`src/rtl/seg_pkg.sv`:
```
// Shared constants and helpers for the four-digit multiplexed display scanner.
// Digit enables are active-low throughout.
package seg_pkg;

    localparam int         NUM_DIGITS = 4;
    localparam logic [3:0] AN_OFF     = 4'b1111;

    function automatic logic [3:0] an_onehot(input logic [1:0] dig);
        return ~(4'b0001 << dig);
    endfunction

endpackage

```
`src/rtl/scan_tick.sv`:
```
// Free-running prescaler: TICK is high for one cycle out of every SCAN_DIV.
// Kept generic so other multiplexed-display blocks can reuse it.
module scan_tick #(
    parameter int SCAN_DIV = 50000
) (
    input  logic CLK,
    input  logic RST,
    output logic TICK
);

    localparam int               CNT_W = $clog2(SCAN_DIV);
    localparam logic [CNT_W-1:0] LAST  = CNT_W'(SCAN_DIV - 1);

    logic [CNT_W-1:0] cnt;

    assign TICK = (cnt == LAST);

    always_ff @(posedge CLK) begin
        if (RST) begin
            cnt <= '0;
        end else if (TICK) begin
            cnt <= '0;
        end else begin
            cnt <= cnt + CNT_W'(1);
        end
    end

endmodule

```
`src/rtl/seg_scan4.sv`:
```
// Four-digit display scanner: shadows a 16-bit value on LOAD and multiplexes its
// nibbles to the downstream 7-segment decoder with active-low digit enables.
module seg_scan4
    import seg_pkg::*;
#(
    parameter int SCAN_DIV = 50000,
    parameter bit LZ_BLANK = 1'b0
) (
    input  logic        CLK,
    input  logic        RST,
    input  logic        LOAD,
    input  logic [15:0] VALUE,
    input  logic [3:0]  DP_IN,
    input  logic [3:0]  BLANK_IN,
    output logic        R3,
    output logic        R2,
    output logic        R1,
    output logic        R0,
    output logic        DP_ON,
    output logic [3:0]  AN
);

    logic        tick;
    logic [1:0]  dig;
    logic [15:0] val_q;
    logic [3:0]  dp_q;
    logic [3:0]  bl_q;
    logic [3:0]  nib_q;
    logic        lz_off;
    logic        upper_zero;
    logic        digit_off;

    scan_tick #(
        .SCAN_DIV(SCAN_DIV)
    ) u_scan_tick (
        .CLK (CLK),
        .RST (RST),
        .TICK(tick)
    );

    // A digit is a leading zero when it and every more significant nibble are zero.
    always_comb begin
        lz_off     = 1'b0;
        upper_zero = 1'b1;
        for (int i = NUM_DIGITS - 1; i > 0; i--) begin
            upper_zero = upper_zero && (val_q[4*i +: 4] == 4'h0);
            if (dig == 2'(i)) begin
                lz_off = upper_zero;
            end
        end
        if (!LZ_BLANK) begin
            lz_off = 1'b0;
        end
    end

    // The tick cycle blanks every enable so the old and new digit never overlap.
    assign digit_off = bl_q[dig] | tick | lz_off;

    always_ff @(posedge CLK) begin
        if (RST) begin
            dig   <= 2'd0;
            val_q <= 16'h0000;
            dp_q  <= 4'h0;
            bl_q  <= 4'h0;
            nib_q <= 4'h0;
            DP_ON <= 1'b0;
            AN    <= AN_OFF;
        end else begin
            if (LOAD) begin
                val_q <= VALUE;
                dp_q  <= DP_IN;
                bl_q  <= BLANK_IN;
            end
            if (tick) begin
                dig <= dig + 2'd1;
            end
            nib_q <= val_q[{dig, 2'b00} +: 4];
            if (digit_off) begin
                AN    <= AN_OFF;
                DP_ON <= 1'b0;
            end else begin
                AN    <= an_onehot(dig);
                DP_ON <= dp_q[dig];
            end
        end
    end

    assign {R3, R2, R1, R0} = nib_q;

endmodule

```
`config.mk`:
```
export PLATFORM = sky130hd
export DESIGN_NAME = seg_scan4
export DESIGN_NICKNAME = d
export VERILOG_FILES = /design/src/rtl/seg_pkg.sv /design/src/rtl/scan_tick.sv /design/src/rtl/seg_scan4.sv
export SDC_FILE = /design/constraint.sdc
export NUM_CORES = 1
export LEC_CHECK = 0
export ABC_AREA = 0
export CORE_MARGIN = 5
export CORE_UTILIZATION = 53
export CTS_CLUSTER_DIAMETER = 60
export DETAILED_ROUTE_END_ITERATION = 7
export DONT_BUFFER_PORTS = 1
export PLACE_DENSITY_LB_ADDON = 0.1
export SKIP_CTS_REPAIR_TIMING = 1
export SYNTH_ARGS = -nofsm -noshare
export SYNTH_HDL_FRONTEND = slang
export SYNTH_SLANG_ARGS = --single-unit
```
`constraint.sdc`:
```
create_clock -name CLK -period 1.9 [get_ports CLK]
set_input_delay 0.285 -clock CLK [delete_from_list [all_inputs] [get_ports CLK]]
set_output_delay 0.285 -clock CLK [all_outputs]
set_load 0.005 [all_outputs]
```
==> results.py <==
metrics = {
    "route": {
        "drt_iter0_drc": 74,
        "drc": 0,
        "dr.pass1.iters": 4,
        "wl_per_cell_um": 14.9,
        "viasPerCell": 5.41,
        "routed_wl_um": 3740,
        "ant_nets": 0,
        "vias": 1359,
    },
    "floorplan": {
        "dieArea_mm2": 0.00531,
        "core_mm2": 0.00374,
        "start_util_pct": 55.9,
        "ios": 36,
        "die_h_um": 72.8,
        "rows": 22,
        "die_x_um": 72.8,
    },
    "layout": {
        "areaGrowthSynthToFinish_pct": 8.19,
        "final_cell_count_no_fill": 251,
        "fin_nets": 234,
        "antenna_cells": 0,
        "drive_gt1_share_pct": 10.8,
    },
    "place": {
        "portBuffers": 0,
        "gp_congestion": 0.908,
        "dpl.hpwl_um": 2740,
        "dp.cells": 243,
    },
    "sta": {
        "fin_skew_ns": 0.00798,
        "tns_ns": 0,
        "hold_viol": 0,
        "min_period_over_period_pct": 93.1,
        "setup_violations": 0,
        "max_freq_mhz": 565,
        "rsz0062_at_grt": "false",
        "fin_crit_ns": 1.77,
        "drv_slew": 0,
        "worst_pin_slew_ns": 0.452,
        "slew-limit-headroom_pct": 69.8,
    },
    "cts": {
        "cts_tree": "done",
        "htree_levels": 2,
        "cts_buffers": 5,
        "clock_latency_ns": 0.29,
        "numClockSinks": 51,
        "clk_pin_slew_ns": 0.09,
        "root_buffer": "clkbuf_8",
        "cts_buffer_depth": 2,
    },
    "worst_setup_path": {
        "crit_slowest_cell": "or4_4",
        "cp_top_family": "simple AND/OR/NAND/NOR gates",
        "path_cells": "or4_4 > or4_4 > mux2i_1 > nor2_1",
        "crit_path_frequent_cell": "or4_4",
        "critPathBufInv": 0,
        "critPathKind": "flip-flop to flip-flop",
        "max_stage_delay_ns": 0.55,
        "arrival_ns": 1.96,
        "worstPathRequired_ns": 2.09,
        "start_kind": "flip-flop",
        "end_kind": "flip-flop",
        "worstPathMaxFanout": 6,
    },
    "grt": {
        "grt_pass1_wl_um": 6310,
        "grt_usage_pct": 15.4,
        "grt_pass1_vias": 1299,
        "grt-ovfl-total": 0,
        "antenna_found_initial": 0,
        "grt_max_degree": 28,
    },
    "synth": {
        "syn_nets": 233,
        "avgSynthCellArea_um2": 10.4,
        "ys.warnings.count": 0,
        "synthFlopType": "dfxtp_1",
        "synthCells": 201,
        "ys_top_cells_by_area": "dfxtp_1 49%, mux2i_1 12%, nor2_1 7.2%",
        "synthDistinctLibCells": 27,
        "netlist_area_mm2": 0.00209,
        "synth_edf_count": 0,
        "ys_seq_elements": 51,
        "seq_area_frac_synth_pct": 48.8,
        "yosysTopAreaCell": "dfxtp_1",
        "synth_top_area_share_pct": 48.8,
        "synth-async-reset-ratio_pct": 0,
    },
    "pwr": {
        "ir_drop_mv": 0.739,
        "power.density_mw_per_mm2": 918,
        "p_leak_nw": 0.892,
    },
    "worst_hold_path": {
        "hold_path_class": "primary input to flip-flop",
    },
    "flow_run": {
        "drv_cap": 0,
    },
    "status": {
        "outcome": "finished clean",
    },
}
[area by class of cell]
type / instances / area (um2)
fillers: 343 / 1480
flip-flops and latches: 51 / 1020
multi-input cells: 134 / 995
clock buffers: 6 / 72.6
clock inverters: 2 / 60.1
well taps: 48 / 60.1
repair buffers: 5 / 37.5
inverters: 5 / 18.8
[cells in the mapped netlist, types with 2 or more instances]
master,number
and2_1,5
nand2_1,8
o21ai_0,2
nor3_1,3
ha_1,5
inv_1,5
or4_4,2
buf_2,2
xnor2_1,11
clkbuf_1,6
mux2i_1,25
xor2_1,2
a21oi_1,2
dfxtp_1,51
buf_6,2
nor2_1,40
mux4_2,6
nor4_1,5
or3_1,2
nand3_1,7
nand4_1,4
[kinds of logic (layout without fill, tap and decap cells)]
group / after synthesis / count (layout) / synth area share, %
flops: 51 / 51 / 48.8
xor+xnor: 13 / 13 / 5.44
fa+ha+maj: 5 / 5 / 2.99
simple gates: 80 / 80 / 18.4
compound gates: 5 / 5 / 2.27
buf+inv: 16 / 18 / 3.71
mux: 31 / 31 / 18.4
[report_power, final]
| group | internal, mW | switching, mW | total [mW] | leakage [nW] |
|---|---|---|---|---|
| sequential | 1.11 | 0.0240 | 1.13 | 0.417 |
| clock | 0.526 | 0.332 | 0.858 | 0.0654 |
| combinational | 0.0541 | 0.0346 | 0.0887 | 0.409 |
| total | 1.69 | 0.390 | 2.08 | 0.892 |
[cell usage in the layout (no fill, tap or decap), drive strengths merged]
cell | Yosys | layout
nand4 | 4 | 4
mux2i | 25 | 25
clkbuf | 6 | 6
bufinv | 0 | 2
nand2 | 8 | 8
xor2 | 2 | 2
xnor2 | 11 | 11
and3 | 1 | 1
or3 | 2 | 2
or4 | 2 | 2
inv | 5 | 5
nand3 | 7 | 7
nand4bb | 1 | 1
nand4b | 1 | 1
buf | 5 | 5
mux4 | 6 | 6
nor4 | 5 | 5
nor3 | 3 | 3
o21ai | 2 | 2
o41ai | 1 | 1
nor2 | 41 | 41
ha | 5 | 5
a21oi | 2 | 2
and2 | 5 | 5
dfxtp | 51 | 51
[stage by stage]
step	setup WS [ns]	total power, mW	util [%]	hold slack, ns	instance area [um2]
2_1_floorplan	0.202	1.25	-	0.432	2090
3_3_place_gp	0.178	1.24	57.0	0.360	2130
3_5_place_dp	0.156	1.25	57.0	0.362	2130
4_1_cts	0.126	2.09	60.5	0.0449	2260
5_1_grt	0.0540	2.17	60.5	0.0219	2260
6_report	0.131	2.08	60.5	0.0501	2260
[layer usage]
layer	track usage, %	up-vias	routed length (um)
li1	-	685	-
met4	3.69	0	19
met3	5.92	2	193
met1	19.3	646	1670
met5	0	-	0
met2	24.9	26	1860
[final timing paths]
path                             from            endpoint  slack, ns  cells past startpoint
setup reg to reg  u_scan_tick.cnt[11]              dig[1]       0.13                      4
setup / recovery  u_scan_tick.cnt[11]              dig[1]       0.13                      4
hold / removal                    RST           val_q[15]       0.05                      1
hold reg to reg    u_scan_tick.cnt[0]  u_scan_tick.cnt[0]       0.49                      1
[registers in the layout (all words and copies together) (netlist names)]
signal,flops
val_q,16
u_scan_tick.cnt,16
dp_q,4
AN,4
dig,2
DP_ON,1
nib_q,4
bl_q,4
Note: power is estimated with default switching activity, not from simulation.
==> edit: new RTL, config.mk and constraints unchanged <==
Make the reset (`RST`) asynchronous in 2 clocked blocks.
--- a/src/rtl/scan_tick.sv
+++ b/src/rtl/scan_tick.sv
@@ -17,3 +17,3 @@
 
-    always_ff @(posedge CLK) begin
+    always_ff @(posedge CLK or posedge RST) begin
         if (RST) begin
--- a/src/rtl/seg_scan4.sv
+++ b/src/rtl/seg_scan4.sv
@@ -58,3 +58,3 @@
 
-    always_ff @(posedge CLK) begin
+    always_ff @(posedge CLK or posedge RST) begin
         if (RST) begin
Check against the original RTL: differs if RST is asserted again (counterexample within 4 cycles, from zero or initial values and one cycle with RST high); with RST held inactive, the same outputs for 10 cycles.
==> edit against the unedited design <==
Combinational power grew 24%; clock power shrank 12%; sequential cell count is the same; wire length shrank 5.6%; highest routed layer unchanged; count of clock-buffer cells in the layout is the same; sequential power grew 4%; total power shrank 1.3%; area after synthesis grew 4.1%; design area grew 5.5%; worst setup slack gained 0.0059 ns; clock skew shrank 0.0021 ns.
==> edit: results (changes against the unedited design) <==
result of the run=complete, no violations; met2 wirelength from detailed routing=1.64 mm (-11%); gp weighted congestion=0.885 (-2.6%); DP HPWL=2.63 mm (-3.8%); Worst Hold End=val_q[5]; crit path launch=u_scan_tick.cnt[7]; Int Pwr=1.65 mW (-2.6%); max frequency=0.567 GHz (+0.34%); wl on met1=1.58 mm (-5.2%); number of distinct library cells after synthesis=28 (+3.7%); layout cell share with drive strength beyond 1=33.1% (+22 points); number of fillers in the final layout=336 (-2.0%); met3 wire len=240 um (+24%); met2 track demand over resource in global routing=22.6% (-2.3 points); critical hold path startpoint=VALUE[5]; global-route wire length before repair=6.22 mm (-1.5%); via count of the first global-routing pass=1,282 (-1.3%); measured slew at the worst slew-check pin=0.510 ns (+0.0572 ns); Vias/cell=5.35 (-1.2%); Leak=1.02 nW (+15%); Routed WL per cell=16.6 um (+11%); number of nets in the finished design=194 (-17%); Synth top cells by count=sky130_fd_sc_hd__dfrtp_1 (47), sky130_fd_sc_hd__mux2_2 (24), sky130_fd_sc_hd__nor2_1 (9), sky130_fd_sc_hd__xnor2_1 (9), sky130_fd_sc_hd__nand2_1 (7); sequential power=1.18 mW (+4%); synthesized-area fraction occupied by ao, oa, aoi and oai cells=0.861% (-1.4 points); dominant cells by area after synthesis=sky130_fd_sc_hd__dfrtp_1 (54%), sky130_fd_sc_hd__mux2_2 (12%), sky130_fd_sc_hd__mux4_2 (6.2%), sky130_fd_sc_hd__dfstp_2 (4.8%), sky130_fd_sc_hd__xnor2_1 (3.6%); dominant combinational cell family by area after synthesis=multiplexers; Detailed Route Iter0 Violations=79 (+6.8%); fraction of met1 tracks used by global routing=19.9% (+0.65 points); end of the worst register-to-register path=u_scan_tick.cnt[9]; combinational-cell power consumption=110 uW (+24%); Global Route Usage Sum=15.3% (-0.053 points); final setup skew=0.00586 ns (-0.00212 ns); slowest library cell on the worst path=sky130_fd_sc_hd__or4b_4; DR pass1 iterations=2 (-2); proportion of synthesized flip-flops having asynchronous set or reset=100% (+100 points); Synth Area in Adders=2.87% (-0.12 points); worst hold-check slack=0.134 ns (+0.0835 ns); share of synthesized area spent on multiplexers=18.6% (+0.19 points); most common flop cell mapped by yosys=sky130_fd_sc_hd__dfrtp_1; Seq/Total Area, Yosys=58.8% (+10 points); Max IR drop VDD=0.643 mV (-13%)
edit: cell count changes in the layout (fill, tap and decap cells not counted), sizes merged, moves of 4 or more:
cell   change
and2       -4
dfrtp     +47
dfstp      +4
dfxtp     -51
mux2      +24
mux2i     -25
nor2      -31
edit: metrics by stage:
stage | instances | utilization (%) | cell area [sq um] | worst slack, ns | power, mW
3_5_place_dp | 204 | 56.6 | 2260 | 0.143 | 1.32
2_1_floorplan | 155 | - | 2180 | 0.246 | 1.29
4_1_cts | 212 | 59.5 | 2380 | 0.130 | 2.09
6_report | 213 | 59.7 | 2390 | 0.137 | 2.05
3_3_place_gp | 204 | 56.6 | 2260 | 0.181 | 1.31
5_1_grt | 213 | 59.7 | 2390 | 0.0575 | 2.16
edit: area by class of cell:
class                           instances  share of cell area (%)
Clock buffer                            6                    3.46
Sequential cell                        51                    53.6
Multi-Input combinational cell         92                    35.4
Clock inverter                          2                    1.47
Inverter                                6                   0.942
Tap cell                               50                    2.62
Timing Repair Buffer                    6                    2.51
